$ cat src/rtl/stream_pair_accumulate.sv
// Consumer-side generator: pulls (a,b) pairs from upstream, accumulates a+b, and
// yields (total,count) downstream whenever the running total exceeds a threshold.
module stream_pair_accumulate (
    input  logic               _clock,
    input  logic               _reset,
    input  logic               _start,
    input  logic signed [31:0] threshold,
    input  logic               _ready,
    output logic               _valid,
    output logic               _done,
    output logic signed [31:0] _0,
    output logic signed [31:0] _1,
    input  logic signed [31:0] _in_0,
    input  logic signed [31:0] _in_1,
    input  logic               _in_valid,
    input  logic               _in_done,
    output logic               _in_ready
);

    typedef enum logic [1:0] {PULL, FLUSH, DONE} state_t;

    state_t             state;
    logic signed [31:0] thr;
    logic signed [31:0] total;
    logic signed [31:0] count;
    logic signed [31:0] sum;
    logic               advance;
    logic               xfer;

    // A held output tuple blocks everything until downstream takes it.
    assign advance   = _ready || !_valid;
    assign _in_ready = (state == PULL) && advance && !_start;
    assign xfer      = _in_ready && _in_valid;
    assign sum       = total + _in_0 + _in_1;

    always_ff @(posedge _clock) begin
        _done <= 1'b0;
        if (_ready) begin
            _valid <= 1'b0;
        end

        if (_start) begin
            thr    <= threshold;
            total  <= '0;
            count  <= '0;
            _valid <= 1'b0;
            state  <= PULL;
        end else if (_reset) begin
            state  <= DONE;
            _valid <= 1'b0;
            _0     <= '0;
            _1     <= '0;
            total  <= '0;
            count  <= '0;
        end else if (advance) begin
            case (state)
                PULL: begin
                    // A transfer in the same cycle as _in_done wins; done is seen next cycle.
                    if (xfer) begin
                        count <= count + 32'sd1;
                        if (sum > thr) begin
                            _0     <= sum;
                            _1     <= count + 32'sd1;
                            _valid <= 1'b1;
                            total  <= '0;
                        end else begin
                            total <= sum;
                        end
                    end else if (_in_done) begin
                        state <= FLUSH;
                    end
                end
                FLUSH: begin
                    _0     <= total;
                    _1     <= count;
                    _valid <= 1'b1;
                    state  <= DONE;
                end
                DONE: begin
                    _done <= 1'b1;
                end
                default: begin
                    state <= DONE;
                end
            endcase
        end
    end

endmodule
$ cat config.mk
export PLATFORM = sky130hd
export DESIGN_NAME = stream_pair_accumulate
export DESIGN_NICKNAME = d
export VERILOG_FILES = /design/src/rtl/stream_pair_accumulate.sv
export SDC_FILE = /design/constraint.sdc
export NUM_CORES = 1
export LEC_CHECK = 0
export CAP_MARGIN = 10
export CORE_MARGIN = 3
export CORE_UTILIZATION = 50
export DETAILED_ROUTE_END_ITERATION = 8
export HOLD_SLACK_MARGIN = 0.08
export MAX_ROUTING_LAYER = met4
export PLACE_DENSITY = 0.76
export SYNTH_ARGS = -nofsm -noshare
export SYNTH_HDL_FRONTEND = slang
export SYNTH_SLANG_ARGS = --single-unit
export TNS_END_PERCENT = 20
$ cat constraint.sdc
create_clock -name _clock -period 22.3 [get_ports _clock]
set_clock_uncertainty 0.15 [all_clocks]
set_input_delay 3.345 -clock _clock [delete_from_list [all_inputs] [get_ports _clock]]
set_output_delay 3.345 -clock _clock [all_outputs]
set_load 0.02 [all_outputs]
# Word-level counts from Yosys, hierarchy flattened
# Cells that the tools add are included.
[classes] reduce_logical=15 muxes=20 n_bitwise=3 n_eq_ne=9 order_cmp=1 n_addsub=3
[op_table] operator="32-bit two-way mux" n=7
[op_table] operator="32-bit case mux with 2 select lines" n=2
[op_table] operator="32-bit adder" n=2
[op_table] operator="32-bit by 2-bit adder with 32-bit output, second input constant" n=1
[op_table] operator="32-bit greater-than comparator" n=1
[op_table] operator="3-bit != test, second input constant" n=3
[op_table] operator="2-bit two-way mux" n=4
[op_table] operator="4-bit AND reduction" n=2
[op_table] operator="2-bit != test, second input constant" n=3
[op_table] operator="1-bit two-way mux" n=5
[op_table] operator="5-bit AND reduction" n=1
[op_table] operator="2-bit case mux with 2 select lines" n=1
[op_table] operator="1-bit logical AND" n=3
[op_table] operator="3-bit by 2-bit != test with 1-bit output, second input constant" n=1
[op_table] operator="1-bit NOT" n=3
[op_table] operator="3-bit AND reduction" n=1
[op_table] operator="3-bit nonzero test" n=1
[op_table] operator="3-bit OR reduction" n=1
[op_table] operator="2-bit by 1-bit == test with 1-bit output, second input constant" n=1
[op_table] operator="2-bit == test, second input constant" n=1
[op_table] operator="1-bit logical NOT" n=2
[op_table] operator="2-bit logical NOT" n=1
[op_table] operator="1-bit case mux with 2 select lines" n=1
[op_table] operator="2-bit nonzero test" n=1
[op_table] operator="other kinds (2)" n=2
[word_totals] word_cells=60 reg_bits=164 in_bits=102 out_inout_bits=67

# Logic depth before layout (Yosys ltp)
[depth] depth_word=9 depth_mapped=20 depth_no_buf=19

# Least setup slack after synthesis
# Ideal clock, no wire load.
[synth_path] path_kind="input port to flip-flop" from="in _in_0[1]" to="reg _0[0] (enable)" stages=17 arrival_time_ns=10.858 setup_ns=0.514 t_required_ns=21.636 path_buffers=0 slack_ns=10.778 path_cell_list="fa_1 -> ha_1 -> fa_1 -> a21oi_1 -> nand4b_4 -> a2111oi_2 -> o31ai_2 -> a2111oi_2 -> or4_1 -> and2_1 -> ha_1 -> nand3_1 -> or3_4 -> or3_4 -> o21ai_0 -> a21oi_1 -> o221ai_1"
[synth_via] elab_chain_len=5
[synth_rtl] element="from (decl)" line_no="13" text="input logic signed [31:0] _in_0,"
[synth_rtl] element="32-bit adder (2 in series)" line_no="34" text="assign sum = total + _in_0 + _in_1;"
[synth_rtl] element="32-bit greater-than comparator" line_no="61" text="if (sum > thr) begin"
[synth_rtl] element="3-bit by 2-bit != test with 1-bit output (no line)"
[synth_rtl] element="5-bit AND reduction (no line)"
[synth_rtl] element="to (signal assigned)" line_no="62" text="_0 <= sum;"
[synth_rtl] element="to (signal assigned)" line_no="74" text="_0 <= total;"
[synth_rtl] element="to (decl)" line_no="11" text="output logic signed [31:0] _0,"
# No other way between the ends.
# A chain may end at the register's enable or synchronous reset.

# Worst setup path after layout
[layout_path] from="in _in_0[1]" to="reg _1[4] (enable)"
[layout_via] elab_chain_len=5
[layout_rtl] element="32-bit adder (2 in series)" line_no="34"
[layout_rtl] element="32-bit greater-than comparator" line_no="61"
[layout_rtl] element="3-bit by 2-bit != test with 1-bit output (no line)"
[layout_rtl] element="5-bit AND reduction (no line)"
[layout_rtl] element="to (signal assigned)" line_no="63" text="_1 <= count + 32'sd1;"
[layout_rtl] element="to (signal assigned)" line_no="75" text="_1 <= count;"
[layout_rtl] element="to (decl)" line_no="12" text="output logic signed [31:0] _1,"
# No other way between the ends.

==> summary.txt <==
Timing
  – RSZ-0062 raised after global routing: no
  – Max_slew headroom: between 20% and 30%
  – Min Hold Slack: 0.354 ns
  – Setup TNS: 0 ns
  – Fmax: roughly 100 MHz
  – Final Hold Vio Count: 0
  – Final slew viol count: 0
  – Minimum clock period after layout: about 10 ns
  – Worst slew pin tran: 1.16 ns
  – Setup Viol. Count Final: 0
  – Final Cycle Share: between 40 and 50%

Yosys
  – Ys async rst share: 0%
  – Post-Syn Area: approximately 9700 sq um
  – Synth Flop Type: edfxtp_1
  – Top-area cell type share of the netlist area: around 30%
  – Post-synth top area cell: edfxtp_1
  – Ranking of synthesized cells by area: edfxtp_1, dfxtp_1, ha_1, fa_1, a21oi_1
  – Post-synth EDFFs: between 90 and 100
  – Net Count, Synth: around 1200
  – Post-synth cell types: 67
  – Sequential area share after synthesis: between 40% and 50%
  – Post-synthesis average cell area: 10.2 sq um
  – Post-synthesis sequential element count: 164
  – Synth Warn #: 0
  – Post-synthesis instance total: 957

Global routing
  – GRT overflow: 0
  – Vias in the first global route: 7853
  – Initial antenna violation count: 0
  – Largest net degree at the start of global routing: 64
  – GRT Util Overall: 24.2%
  – First-pass GRT wire length: ~40 mm

CTS
  – Clk slew on worst S/H paths: around 0.07 ns
  – TritonCTS clock tree: built
  – H-tree Lvls: 4
  – CTS Sinks: 164
  – CTS Hold Bufs: 0
  – Post-CTS setup buffer count: 0
  – Worst-Skew Late Latency: approximately 0.43 ns
  – Root Driver: clkbuf_16
  – Post-cts resize count: 0
  – Longest Clk Path Bufs: 2
  – CTS buffer count: 17

Routing
  – Total wire length: 24.5 mm
  – DRT iter0 DRCs: 557
  – Final ANT Viol Nets: 0
  – Initial DRT Pass Iterations: 5
  – DR vias/cell: between 5 and 6
  – WL/cell: 17.7 microns
  – DRC: 0
  – Vias: about 7900

Power and ir drop
  – Pwr/cell area: between 70 and 80 nW/um^2
  – Internal: approximately 0.00064 W
  – Switching part of the total power: approximately a third
  – Net Sw Power: 0.000309 W
  – Power share of the clock group: around 32%
  – Max IR drop VDD: 0.0000609 V
  – Combinational power share: between 20 and 30%
  – Sequential group share of total power: between 30% and 40%
  – Overall power: 0.000951 W
  – Leakage: just under 5 nW

Floorplanning
  – Die Wd: 145 microns
  – Num rows: 50
  – CORE AREA: between 15000 and 20000 sq um
  – Starting density of the core: roughly half
  – Die area: 21100 sq um
  – IO Pins: ~170
  – Chip height: 145 microns

Hold path
  – Hold crit path type: reg2reg
  – Hold path start: count[1]

Setup path
  – Critical path endpoint category: flip-flop
  – Worst r2r src: total[1]
  – Crit path launch: _in_0[1]
  – Crit Path Category: in2reg
  – CP max FO: 36
  – Critical Path RT: 22.23 ns
  – CP Launch Type: primary input
  – Worst Path Arrival: 9.89 ns

Placement
  – GPL Wtd Cong: ~0.93
  – DPL Wire Length: about 18 mm
  – Post-placement cell count: approximately 1400
  – Number of I/O port buffers: 168

Layout
  – Nets: between 1000 and 1500
  – Layout Cells excl Fill: 1386
  – Utilization after layout: between 60 and 70%
  – Share of post-route cells with drive strength above 1: about 5.5%
  – ANT cells: 0
  – Area Overhead vs Synth: 25.9%

Flow run
  – Max-cap viol count: 0

Status
  – Status: finished, final reports clean
[power groups by stage]
stage / logic [W] / registers [W] / clock network, W
after floorplan: 0.000156 / 0.000388 / 0
after global placement: 0.000275 / 0.000366 / 0
after detailed placement: 0.000280 / 0.000367 / 0
after CTS: 0.000282 / 0.000360 / 0.000313
after global routing: 0.000313 / 0.000362 / 0.000325
final: 0.000283 / 0.000360 / 0.000308
[sequential cells by signal (all words and copies together), names as in the netlist]
name,count
_0,32
_1,32
_done,1
_valid,1
count,32
state,2
thr,32
total,32
[logic make-up (layout without fill, tap and decap cells)]
group           Yosys count  in the layout  synth area share, %
simple gates            319            319                 16.1
xor+xnor                 69             69                 6.22
flops                   164            164                 43.7
fa+ha+maj                95             95                 14.7
buf+inv                  81            250                 3.46
compound gates          229            229                 15.8
[layout make-up]
class | instances | area, sq um
clock buffer | 17 | 425
clock inverter | 15 | 196
fill | 1539 | 6650
inverter | 45 | 169
multi-input combinational | 712 | 5170
sequential | 164 | 4240
tap | 260 | 325
timing repair buffer | 173 | 1710
[cells in the mapped netlist (3+ instances only)]
library cell	n
nand2_1	100
edfxtp_1	96
nor2_1	84
a21oi_1	83
dfxtp_1	68
ha_1	63
inv_1	45
xor2_1	42
o21ai_0	33
a22o_1	32
fa_1	32
a21o_1	27
clkbuf_1	27
xnor2_1	27
or3_1	23
nand3_1	19
and3_1	18
nand4_1	18
nor3_1	10
and2_1	9
nor2b_1	7
o21a_1	6
buf_2	5
o31ai_1	5
a211oi_1	4
a21boi_0	4
a31oi_1	4
and4_1	4
nand2b_1	4
o21bai_1	4
buf_6	3
nor4_1	3
o21ai_1	3
[final timing paths]
check | end | slack, ns | depth (start not counted)
setup / recovery | _1[4] | 12.34 | 19
hold / removal | count[1] | 0.35 | 2
setup reg to reg | _1[4] | 15.36 | 18
hold reg to reg | count[1] | 0.35 | 2
[worst max-delay path, stage by stage]
cell             delay, ns
clkdlybuf4s50_1       0.43
fa_1                  0.55
ha_1                  0.23
fa_1                  0.23
a21oi_1               0.10
nand4b_4              0.19
a2111oi_2             0.58
or2_1                 0.21
o21ai_1               0.14
o21ai_0               0.37
a311oi_2              0.19
ha_1                  0.35
nand2_1               0.07
or3_4                 0.38
or3_4                 0.42
o21ai_0               0.35
a21oi_1               0.21
o221ai_4              0.93
buf_4                 0.55
[per-layer routing]
layer / share of wire (%) / vias up / routed length [microns] / track usage [%]
met4: 1.7 / 0 / 422 / 7.50
met2: 48 / 304 / 11700 / 38.9
met3: 6.4 / 32 / 1570 / 4.64
li1: - / 3762 / - / -
met1: 44 / 3758 / 10800 / 31.1
met5: 0 / - / 0 / -
[cells in the final DEF (no fill, tap or decap), types with 3 or more instances in the layout]
master / synthesis / layout
a211oi_1: 4 / 4
a21boi_0: 4 / 4
a21o_1: 27 / 27
a21oi_1: 83 / 83
a22o_1: 32 / 32
a31oi_1: 4 / 4
and2_1: 9 / 9
and3_1: 18 / 18
and4_1: 4 / 4
buf_4: 1 / 5
clkbuf_16: 0 / 17
clkdlybuf4s50_1: 0 / 166
clkinv_4: 0 / 3
clkinv_8: 0 / 3
dfxtp_1: 68 / 68
edfxtp_1: 96 / 96
fa_1: 32 / 32
ha_1: 63 / 63
inv_1: 45 / 45
inv_6: 0 / 3
nand2_1: 100 / 100
nand2b_1: 4 / 4
nand3_1: 19 / 19
nand4_1: 18 / 18
nor2_1: 84 / 83
nor2b_1: 7 / 6
nor3_1: 10 / 10
nor4_1: 3 / 3
o21a_1: 6 / 6
o21ai_0: 33 / 33
o21ai_1: 3 / 3
o21bai_1: 4 / 4
o31ai_1: 5 / 5
or3_1: 23 / 23
xnor2_1: 27 / 27
xor2_1: 42 / 42
[through the flow]
stage / instance area (sq um) / worst slack [ns]
floorplan: 9720 / 10.78
global placement: 11600 / 12.01
detailed placement: 11600 / 11.82
CTS: 12200 / 12.28
global route: 12200 / 11.87
finish: 12200 / 12.34
No activity file was read; power rests on OpenSTA's default activity.
